File: src/rtl/irq_pkg.sv
// Shared constants, FSM state type and helpers for the interrupt collector.
package irq_pkg;

    localparam int N_IRQ = 8;
    localparam int ID_W  = 3;

    typedef enum logic [1:0] {
        ST_IDLE  = 2'd0,
        ST_OFFER = 2'd1,
        ST_GAP   = 2'd2
    } irq_state_e;

    function automatic logic [N_IRQ-1:0] ones_mask(input int n);
        logic [N_IRQ-1:0] m;
        m = '0;
        for (int i = 0; i < N_IRQ; i++) begin
            if (i < n) m[i] = 1'b1;
        end
        return m;
    endfunction

endpackage

File: src/rtl/irq_prio_enc.sv
// Combinational priority encoder: highest set request bit wins.
module irq_prio_enc
    import irq_pkg::*;
(
    input  logic [N_IRQ-1:0] req,
    output logic [ID_W-1:0]  id,
    output logic             any
);

    always_comb begin
        id = '0;
        for (int i = 0; i < N_IRQ; i++) begin
            if (req[i]) id = ID_W'(i);
        end
    end

    assign any = |req;

endmodule

File: src/rtl/irq_collector.sv
// Interrupt collector: synchronise request lines, capture rising edges as
// pending bits, and offer the highest-priority unmasked one over valid/ready.
//
//   state    | meaning
//   ---------+--------------------------------------------------------
//   ST_IDLE  | nothing offered; latch highest pending&mask if any
//   ST_OFFER | vec_valid=1, vec_id frozen until handshake
//   ST_GAP   | one dead cycle after an accept
module irq_collector
    import irq_pkg::*;
(
    input  logic             clk,
    input  logic             rst,
    input  logic [N_IRQ-1:0] irq_in,
    input  logic [N_IRQ-1:0] mask,
    output logic             vec_valid,
    output logic [ID_W-1:0]  vec_id,
    input  logic             vec_ready,
    output logic [N_IRQ-1:0] pending,
    output logic             overflow,
    input  logic             clr_ovf
);

    logic [N_IRQ-1:0] s1_q, s2_q, s3_q;
    logic [N_IRQ-1:0] s1_d, s2_d, s3_d;
    logic [N_IRQ-1:0] pending_q, pending_d;
    logic             overflow_q, overflow_d;
    logic [ID_W-1:0]  vec_id_q, vec_id_d;
    irq_state_e       state_q, state_d;

    logic [N_IRQ-1:0] edge_det;
    logic [N_IRQ-1:0] clr_vec;
    logic [ID_W-1:0]  enc_id;
    logic             enc_any;
    logic             handshake;
    logic             load_id;

    irq_prio_enc u_prio_enc (
        .req (pending_q & mask),
        .id  (enc_id),
        .any (enc_any)
    );

    always_ff @(posedge clk or posedge rst) begin
        if (rst) begin
            s1_q       <= '0;
            s2_q       <= '0;
            s3_q       <= '0;
            pending_q  <= '0;
            overflow_q <= 1'b0;
            vec_id_q   <= '0;
        end else begin
            s1_q       <= s1_d;
            s2_q       <= s2_d;
            s3_q       <= s3_d;
            pending_q  <= pending_d;
            overflow_q <= overflow_d;
            vec_id_q   <= vec_id_d;
        end
    end

    always_ff @(posedge clk or posedge rst) begin
        if (rst) state_q <= ST_IDLE;
        else     state_q <= state_d;
    end

    always_comb begin
        s1_d     = irq_in;
        s2_d     = s1_q;
        s3_d     = s2_q;
        edge_det = s2_q & ~s3_q;

        clr_vec = '0;
        if (handshake) clr_vec[vec_id_q] = 1'b1;

        // A new edge on the bit being accepted re-arms it without counting as lost.
        pending_d  = ((pending_q & ~clr_vec) | edge_det) & ones_mask(N_IRQ);
        overflow_d = (|(edge_det & pending_q & ~clr_vec)) | (overflow_q & ~clr_ovf);

        vec_id_d = load_id ? enc_id : vec_id_q;
    end

    always_comb begin
        state_d = state_q;
        case (state_q)
            ST_IDLE:  if (enc_any)   state_d = ST_OFFER;
            ST_OFFER: if (vec_ready) state_d = ST_GAP;
            ST_GAP:                  state_d = ST_IDLE;
            default:                 state_d = ST_IDLE;
        endcase
    end

    always_comb begin
        vec_valid = (state_q == ST_OFFER);
        handshake = (state_q == ST_OFFER) && vec_ready;
        load_id   = (state_q == ST_IDLE) && enc_any;
    end

    assign vec_id   = vec_id_q;
    assign pending  = pending_q;
    assign overflow = overflow_q;

endmodule

File: config.mk
export PLATFORM = sky130hd
export DESIGN_NAME = irq_collector
export DESIGN_NICKNAME = d
export VERILOG_FILES = /design/src/rtl/irq_pkg.sv /design/src/rtl/irq_prio_enc.sv /design/src/rtl/irq_collector.sv
export SDC_FILE = /design/constraint.sdc
export NUM_CORES = 1
export LEC_CHECK = 0
export BUFFER_PORTS_ARGS = -buffer_cell sky130_fd_sc_hd__buf_2
export CORE_MARGIN = 2
export CORE_UTILIZATION = 29
export CTS_BUF_LIST = sky130_fd_sc_hd__clkbuf_8
export DETAILED_ROUTE_END_ITERATION = 6
export SYNTH_ARGS = -nofsm -noshare
export SYNTH_HDL_FRONTEND = slang
export SYNTH_HIERARCHICAL = 1
export SYNTH_SLANG_ARGS = --single-unit
File: constraint.sdc
create_clock -name clk -period 2.81 [get_ports clk]
set_input_delay 0.562 -clock clk [delete_from_list [all_inputs] [get_ports clk]]
set_output_delay 0.562 -clock clk [all_outputs]
set_load 0.05 [all_outputs]
==> results of run 1 <==
==> report_power, final <==
group          internal, mW  total, mW  switching, mW
Sequential            0.623      0.700         0.0771
Combinational         0.152      0.487          0.335
Clock                 0.247      0.423          0.176
Total                  1.02       1.61          0.588
==> logic make-up after synthesis <==
logic type,Yosys count
and+or+nand+nor,41
DFF,38
AOI/OAI and AO/OA,19
buffers and inverters,4
muxes,3
==> sequential cells by signal (all words and copies together), names as in the netlist <==
name,count
s1_q,8
vec_id,3
overflow,1
s3_q,8
state_q,2
pending,8
s2_q,8
==> area by class of cell <==
| type | count | share of cell area |
|---|---|---|
| flip-flops and latches | 38 | 0.550 |
| multi-input cells | 63 | 0.237 |
| clock buffers | 8 | 0.0637 |
| repair buffers | 34 | 0.101 |
| inverters | 4 | 0.00869 |
| well taps | 54 | 0.0391 |
==> metal layers <==
layer | global-route usage | vias to the layer above
li1 | - | 439
met1 | 0.136 | 450
met2 | 0.185 | 28
met4 | 0.0535 | 0
met5 | 0 | -
met3 | 0.0552 | 6
==> layout by cell type (no fill, tap or decap), drive strengths merged <==
cell     count
nand2        8
o31ai        4
clkbuf       8
nand4bb      1
nor2         5
nand4        1
or4          1
a21oi        4
nor2b        3
mux2         3
nor3         1
buf         34
and2         9
nand2b      10
o21ai        7
or2b         1
inv          4
dfrtp       38
nand4b       1
o22ai        3
o32ai        1
==> stage by stage <==
stage | util | hold slack, ns | setup WS [ns]
after detailed placement | 0.347 | 0.336 | 0.906
after CTS | 0.371 | 0.298 | 1.04
after floorplan | - | 0.331 | 0.976
final | 0.371 | 0.288 | 1.05
after global placement | 0.347 | 0.332 | 0.946
after global routing | 0.371 | 0.327 | 0.909
==> how the worst max path moves through the flow <==
stage	startpoint	end
6_report	state_q[0]	vec_valid
5_1_grt	state_q[1]	overflow
4_1_cts	state_q[0]	vec_valid
3_5_place_dp	vec_ready	overflow
3_3_place_gp	vec_ready	overflow
2_1_floorplan	vec_id[0]	overflow
==> metrics, run 1 <==
R2R depth=4; first-pass GRT wire length=4590 um; Final HPWL DP=2050 um; Final Hold Viols=0; Post-CTS Setup Bufs=0; PortBufs=32; number of buffers created by CTS=5; post-synthesis adder-cell area fraction=0; Die X=72.9 um; crit path DAT=1.20 ns; # IOs=33; peak supply drop=0.377 mV; die height=72.9 um; unrepaired setup endpoints after global routing=false; largest cells by area after synthesis=dfrtp_1, nand2b_1, and2_1, o21ai_0, nand2_1; sequential area share after synthesis=0.692; footprint of the multi-input gates=409 um^2; Synthesized Nets=125; Synth Area in Compound Gates=0.0919; vias per cell=4.59; count leader, synth=dfrtp_1; # hold bufs at CTS=0; Lkg Pwr=0.740 nW; Syn Area/Cell=13.1 um^2; min-delay worst type=in2async; Startpoint Class=flop; status=completed; Antenna diodes=0; DRC Markers=0; Final nets=166; CP max stage delay=0.45 ns; post-synthesis mux area share=0.0246; CTS resizes=0; Syn Std Cell Area=1380 um^2; Post-synth EDFFs=0; Reg2Reg Launch Point=state_q[1]; Crit. End Element=output pin; Overall Global Routing Usage=0.117; Synth Flop Type=dfrtp_1; Post-Syn Instances=105; fillers=443; Final Instance Area=1730 um^2; FMAX=0.568 GHz; Max clock buf depth=2; number of global-route vias before repair=990; TNS Setup=0 ns; xor-xnor portion of the synthesized cell area=0; met2 wire length=1320 um; Pwr Total=1.61 mW; Distinct cells, synth=23; Post-Layout Cell Count=201; flops & latches, synth=38; initial antenna violation count=0; simple-gate portion of the synthesized area=0.181; Tmin final=1.76 ns; slowest cell on the critical path=dfrtp_1; cell taking the most area after synthesis=dfrtp_1; R2R Path End=overflow; drt first pass iters=2; routed wl met3=165 um; Worst path depth=2; CP Max Fanout=5; relative max-transition margin=0.666; placed instance area=1620 um^2; routability cong.=0.803; Syn-to-layout area delta=25.7%; CP cell instances=nor2b_1 > buf_2; Post-synth top cells=dfrtp_1, nand2b_1, and2_1; Top delay family on crit path=flip-flops; initial core utilization=0.295; clock insertion delay at the later pin of the skew report=0.29 ns; clk slew on worst S/H paths=0.07 ns; final WL=2630 um; die area=5310 um^2; Tightest Pin Transition=0.501 ns; max-slew violations=0; dpl cells=193; max layer used=met4; Vias=923; FF/Latch Area=951 um^2; met1 wire length=1070 um; Synth top area share=0.692; WP data required=2.25 ns; Pwr Density=932 nW/um^2; Root Driver=clkbuf_8; CTS tree=built; share of layout cells above drive strength 1=0.333; kind of critical path=reg2out; final setup fails=0; Max Clock Skew=0.00805 ns; Yosys warnings=6; GRT overflow=0; # rows=25; Antenna Violating Nets Remaining=0; maximum number of pins on one net before global-route repair=16; H-tree depth=2; CP Buf/Inv Count=1; CTS Sinks=38; fin crit share=0.626; flop2flop setup slack=1.05 ns; DR iter-0 viols=9; Post-synth ARST share=1.00; max_cap viols=0; largest family of logic cells by synthesized area=simple AND/OR/NAND/NOR gates; core footprint=4660 um^2; wire per inst=13.1 um
Note: power is estimated with default switching activity, not from simulation.
==> inputs of run 2 (changes only) <==
==> constraint.sdc (replaced) <==
create_clock -name clk -period 1.7 [get_ports clk]
set_input_delay 0.34 -clock clk [delete_from_list [all_inputs] [get_ports clk]]
set_output_delay 0.34 -clock clk [all_outputs]
set_load 0.05 [all_outputs]
==> metrics, run 2 (synthesis results as in run 1) <==
Lkg Pwr=0.731 nW (was 0.740 nW); routed wl met3=135 um (was 165 um); share of layout cells above drive strength 1=0.377 (was 0.333); wire per inst=13.6 um (was 13.1 um); clk slew on worst S/H paths=0.08 ns (was 0.07 ns); # IOs=33 (unchanged); Antenna diodes=0 (unchanged); WP data required=1.87 ns (was 2.25 ns); Antenna Violating Nets Remaining=0 (unchanged); maximum number of pins on one net before global-route repair=39 (was 16); relative max-transition margin=0.692 (was 0.666); clock insertion delay at the later pin of the skew report=0.29 ns (about the same); GRT overflow=0 (unchanged); Tightest Pin Transition=0.461 ns (was 0.501 ns); Max clock buf depth=2 (unchanged); Overall Global Routing Usage=0.114 (was 0.117); worst hold slack=0.143 ns (was 0.288 ns); peak supply drop=0.658 mV (was 0.377 mV); max_cap viols=0 (unchanged); Pwr Density=1520 nW/um^2 (was 932 nW/um^2); min-delay worst type=in2async (unchanged); crit path from=state_q[1] (was state_q[0]); PortBufs=32 (unchanged); most frequent cells in the layout=buf_2, dfrtp_1, nand2b_1 (was dfrtp_1, buf_2, nand2b_1); CTS resizes=0 (unchanged); die area=5310 um^2 (unchanged); DRC Markers=0 (unchanged); max layer used=met4 (unchanged); initial antenna violation count=0 (unchanged); status=completed (unchanged); DR iter-0 viols=53 (was 9); unrepaired setup endpoints after global routing=true (was false); number of global-route vias before repair=949 (was 990); Max Clock Skew=0.0121 ns (was 0.00805 ns); met1 wire length=1170 um (was 1070 um); Die X=72.9 um (unchanged); fin crit share=0.999; dpl cells=192 (was 193); initial core utilization=0.295 (unchanged); TNS Setup=0 ns (unchanged); final WL=2720 um (was 2630 um); max-slew violations=0 (unchanged); CTS tree=built (unchanged); met2 wire length=1320 um (about the same); die height=72.9 um (unchanged); Root Driver=clkbuf_8 (unchanged); # rows=25 (unchanged); CP Max Fanout=5 (unchanged); drt first pass iters=4 (was 2); routability cong.=0.775 (was 0.803); Crit. End Element=flop (was output pin); Startpoint Class=flop (unchanged); Final Hold Viols=0 (unchanged); first-pass GRT wire length=4460 um (was 4590 um); Pwr Total=2.62 mW (was 1.61 mW); FMAX=0.589 GHz; Final HPWL DP=1960 um (was 2050 um); crit path DAT=1.87 ns (was 1.20 ns); CTS Sinks=38 (unchanged); Syn-to-layout area delta=25.6% (was 25.7%); vias per cell=4.54 (was 4.59); number of buffers created by CTS=5 (unchanged); Vias=907 (was 923); Post-CTS Setup Bufs=0 (unchanged); core footprint=4660 um^2 (unchanged); final setup fails=0 (unchanged); Reg2Reg Launch Point=state_q[1] (unchanged); kind of critical path=reg2reg (was reg2out); Tmin final=1.70 ns; Post-Layout Cell Count=200 (was 201); # hold bufs at CTS=0 (unchanged); H-tree depth=2 (unchanged); Final nets=165 (was 166)
[run 2: cell types whose count changed in the layout (fill, tap and decap cells not counted), moves of 2 or more]
cell,change
clkbuf_8,-2
dfrtp_1,-6
dfrtp_2,+6
o21ai_0,-4
o21ai_1,+3
[run 2: metal layers]
| metal | vias up | global-route usage |
|---|---|---|
| met5 | - | 0 |
| met4 | 0 | 0.0761 |
| met3 | 9 | 0.0318 |
| met2 | 27 | 0.174 |
| met1 | 431 | 0.142 |
| li1 | 440 | - |
[run 2: area by class of cell]
class / count / area [um^2]
well taps: 54 / 67.6
flip-flops and latches: 38 / 958
inverters: 4 / 15.0
clock buffers: 6 / 82.6
multi-input cells: 63 / 427
repair buffers: 33 / 168
fillers: 441 / 2930
clock inverters: 2 / 8.76
[run 2: stage by stage]
stage,setup slack [ns],util,area [um^2]
3_3_place_gp,0.0547,0.347,1620
5_1_grt,-0.0674,0.370,1730
2_1_floorplan,0.0151,-,1380
4_1_cts,0.00402,0.367,1710
3_5_place_dp,0.00146,0.347,1620
6_report,0.00110,0.370,1730
[run 2: final timing paths]
check,to,slack [ns],cells past startpoint
worst max-delay path,overflow,0.001,4
worst max register to register,overflow,0.001,4
min in group clk,s1_q[2],0.16,1
worst min register to register,s2_q[0],0.34,0
worst min-delay path,overflow,0.14,3
max in group asynchronous,vec_id[1],1.21,3
[run 2: report_power, final]
part | switching [mW] | leakage [nW] | internal, mW
registers | 0.139 | 0.414 | 1.04
clock network | 0.297 | 0.0524 | 0.321
logic | 0.572 | 0.264 | 0.255
total | 1.01 | 0.731 | 1.62
[run 2: critical path: stages (launching register included)]
cell and delay [ns]:
dfrtp_1 0.42, nand4bb_4 0.31, o31ai_4 0.23, o22ai_1 0.10, or4_1 0.51
==> inputs of run 3 (changes only) <==
--- a/config.mk
+++ b/config.mk
@@ -10,6 +10,7 @@
 export CORE_UTILIZATION = 29
 export CTS_BUF_LIST = sky130_fd_sc_hd__clkbuf_8
 export DETAILED_ROUTE_END_ITERATION = 6
+export GPL_TIMING_DRIVEN = 0
 export SYNTH_ARGS = -nofsm -noshare
 export SYNTH_HDL_FRONTEND = slang
 export SYNTH_HIERARCHICAL = 1
==> metrics, run 3 (synthesis results as in run 1) <==
Antenna Violating Nets Remaining=0 (unchanged); DR iter-0 viols=25 (was 53); Final HPWL DP=1980 um (was 1960 um); share of layout cells above drive strength 1=0.418 (was 0.377); routability cong.=0.756 (was 0.775); most frequent cells in the layout=buf_2, dfrtp_1, nand2b_1 (unchanged); Root Driver=clkbuf_8 (unchanged); CP cell instances=nand4bb_4 > o31ai_4 > o22ai_2 > or4_4 (was nand4bb_4 > o31ai_4 > o22ai_1 > or4_1); Hold Crit Depth=1; unrepaired setup endpoints after global routing=true (unchanged); Startpoint Class=flop (unchanged); failing checks=setup timing; wire per inst=13.5 um (was 13.6 um); initial antenna violation count=0 (unchanged); die height=72.9 um (unchanged); number of global-route vias before repair=966 (was 949); Worst path depth=4 (unchanged); Final nets=166 (was 165); pre-CTS WS=-0.101 ns (was 0.00146 ns); number of buffers created by CTS=5 (unchanged); R2R depth=4 (unchanged); GRT overflow=0 (unchanged); final WL=2690 um (was 2720 um); Max Clock Skew=0.00818 ns (was 0.0121 ns); FMAX=0.573 GHz (was 0.589 GHz); vias per cell=4.51 (was 4.54); kind of critical path=reg2reg (unchanged); Pwr Density=1580 nW/um^2 (was 1520 nW/um^2); # IOs=33 (unchanged); maximum number of pins on one net before global-route repair=39 (unchanged); post-route setup slack=-0.0456 ns (was 0.00110 ns); # rows=25 (unchanged); Vias=902 (was 907); CP Max Fanout=5 (unchanged); CP max stage delay=0.55 ns (was 0.51 ns); drt first pass iters=4 (unchanged); Overall Global Routing Usage=0.110 (was 0.114); Tmin final=1.75 ns (was 1.70 ns); initial core utilization=0.295 (unchanged); Lkg Pwr=0.746 nW (was 0.731 nW); placed instance area=1610 um^2 (was 1620 um^2); Final Instance Area=1770 um^2 (was 1730 um^2); clk slew on worst S/H paths=0.07 ns (was 0.08 ns); crit path DAT=1.90 ns (was 1.87 ns); status=finished, violations left (was completed); first-pass GRT wire length=4350 um (was 4460 um); WP data required=1.85 ns (was 1.87 ns); Antenna diodes=0 (unchanged); fin crit share=1.03 (was 0.999); peak supply drop=0.645 mV (was 0.658 mV); max-slew violations=0 (unchanged); CP Buf/Inv Count=0 (unchanged); Max clock buf depth=2 (unchanged); DRC Markers=0 (unchanged); max_cap viols=0 (unchanged); relative max-transition margin=0.486 (was 0.692); Die X=72.9 um (unchanged); worst hold slack=0.153 ns (was 0.143 ns); core footprint=4660 um^2 (unchanged); final setup fails=1 (was 0); die area=5310 um^2 (unchanged); min-delay worst type=in2reg (was in2async); clock insertion delay at the later pin of the skew report=0.29 ns (about the same); CTS tree=built (unchanged); Pwr Total=2.80 mW (was 2.62 mW); H-tree depth=2 (unchanged); PortBufs=32 (unchanged); Syn-to-layout area delta=28.9% (was 25.6%); Crit. End Element=flop (unchanged); slowest cell on the critical path=or4_4 (was or4_1); Top delay family on crit path=simple AND/OR/NAND/NOR gates (unchanged); CTS Sinks=38 (unchanged); Tightest Pin Transition=0.770 ns (was 0.461 ns); Final Hold Viols=0 (unchanged)
==> run 3: cell types whose count changed in the layout (fill, tap and decap cells not counted) <==
cell       previous run  this run
inv_1                 4         2
o21ai_1               3         1
o21ai_2               1         3
buf_4                 1         2
bufinv_16             0         1
clkinv_2              1         0
inv_2                 1         2
o22ai_1               3         2
o22ai_2               0         1
or4_1                 1         0
or4_4                 0         1
==> run 3: path summary, 6_finish.rpt <==
kind	slack (ns)	from	endpoint
hold / removal	0.15	irq_in[0]	s1_q[0]
setup / recovery	-0.05	vec_id[0]	overflow
hold reg to reg	0.35	s1_q[2]	s2_q[2]
max in group asynchronous	0.97	rst	vec_id[1]
min in group asynchronous	0.19	rst	s1_q[0]
setup reg to reg	-0.05	vec_id[0]	overflow
==> run 3: metal layers <==
metal	global-route usage	up-vias	wire [um]
li1	-	439	-
met4	0.0412	0	0
met5	0	-	0
met1	0.127	436	1080
met3	0.0414	0	134
met2	0.187	27	1480
==> run 3: report_power, final <==
group | leakage (nW) | internal, mW | switching [mW]
Clock | 0.0573 | 0.469 | 0.296
Sequential | 0.414 | 1.04 | 0.135
Combinational | 0.274 | 0.274 | 0.588
==> run 3: repair_timing <==
action / in CTS / in global routing
setup buffers: 0 / 2
gates cloned: 0 / 0
gates resized for setup: 3 / 7
pin swaps: 0 / 4
hold buffers: 0 / 0
endpoints found under the setup margin: 1 / 1
==> run 3: through the flow <==
step,setup TNS (ns),cells,utilization
after CTS,-0.0769,198,0.371
final,-0.0456,200,0.380
after global placement,-0.0636,191,0.346
after detailed placement,-0.679,191,0.346
after floorplan,0,105,-
after global routing,-0.0895,200,0.380
==> run 3: layout make-up <==
class                      count  area [um^2]
sequential                    38          958
timing repair buffer          34          175
tap                           54         67.6
multi-input combinational     63          444
clock inverter                 1         30.0
clock buffer                   6         82.6
fill                         452         2890
inverter                       4         15.0
==> run 3: worst register-to-register path, cell delays in order (launching register included) <==
cell and delay [ns]:
dfrtp_2 0.42, nand4bb_4 0.29, o31ai_4 0.25, o22ai_2 0.11, or4_4 0.55
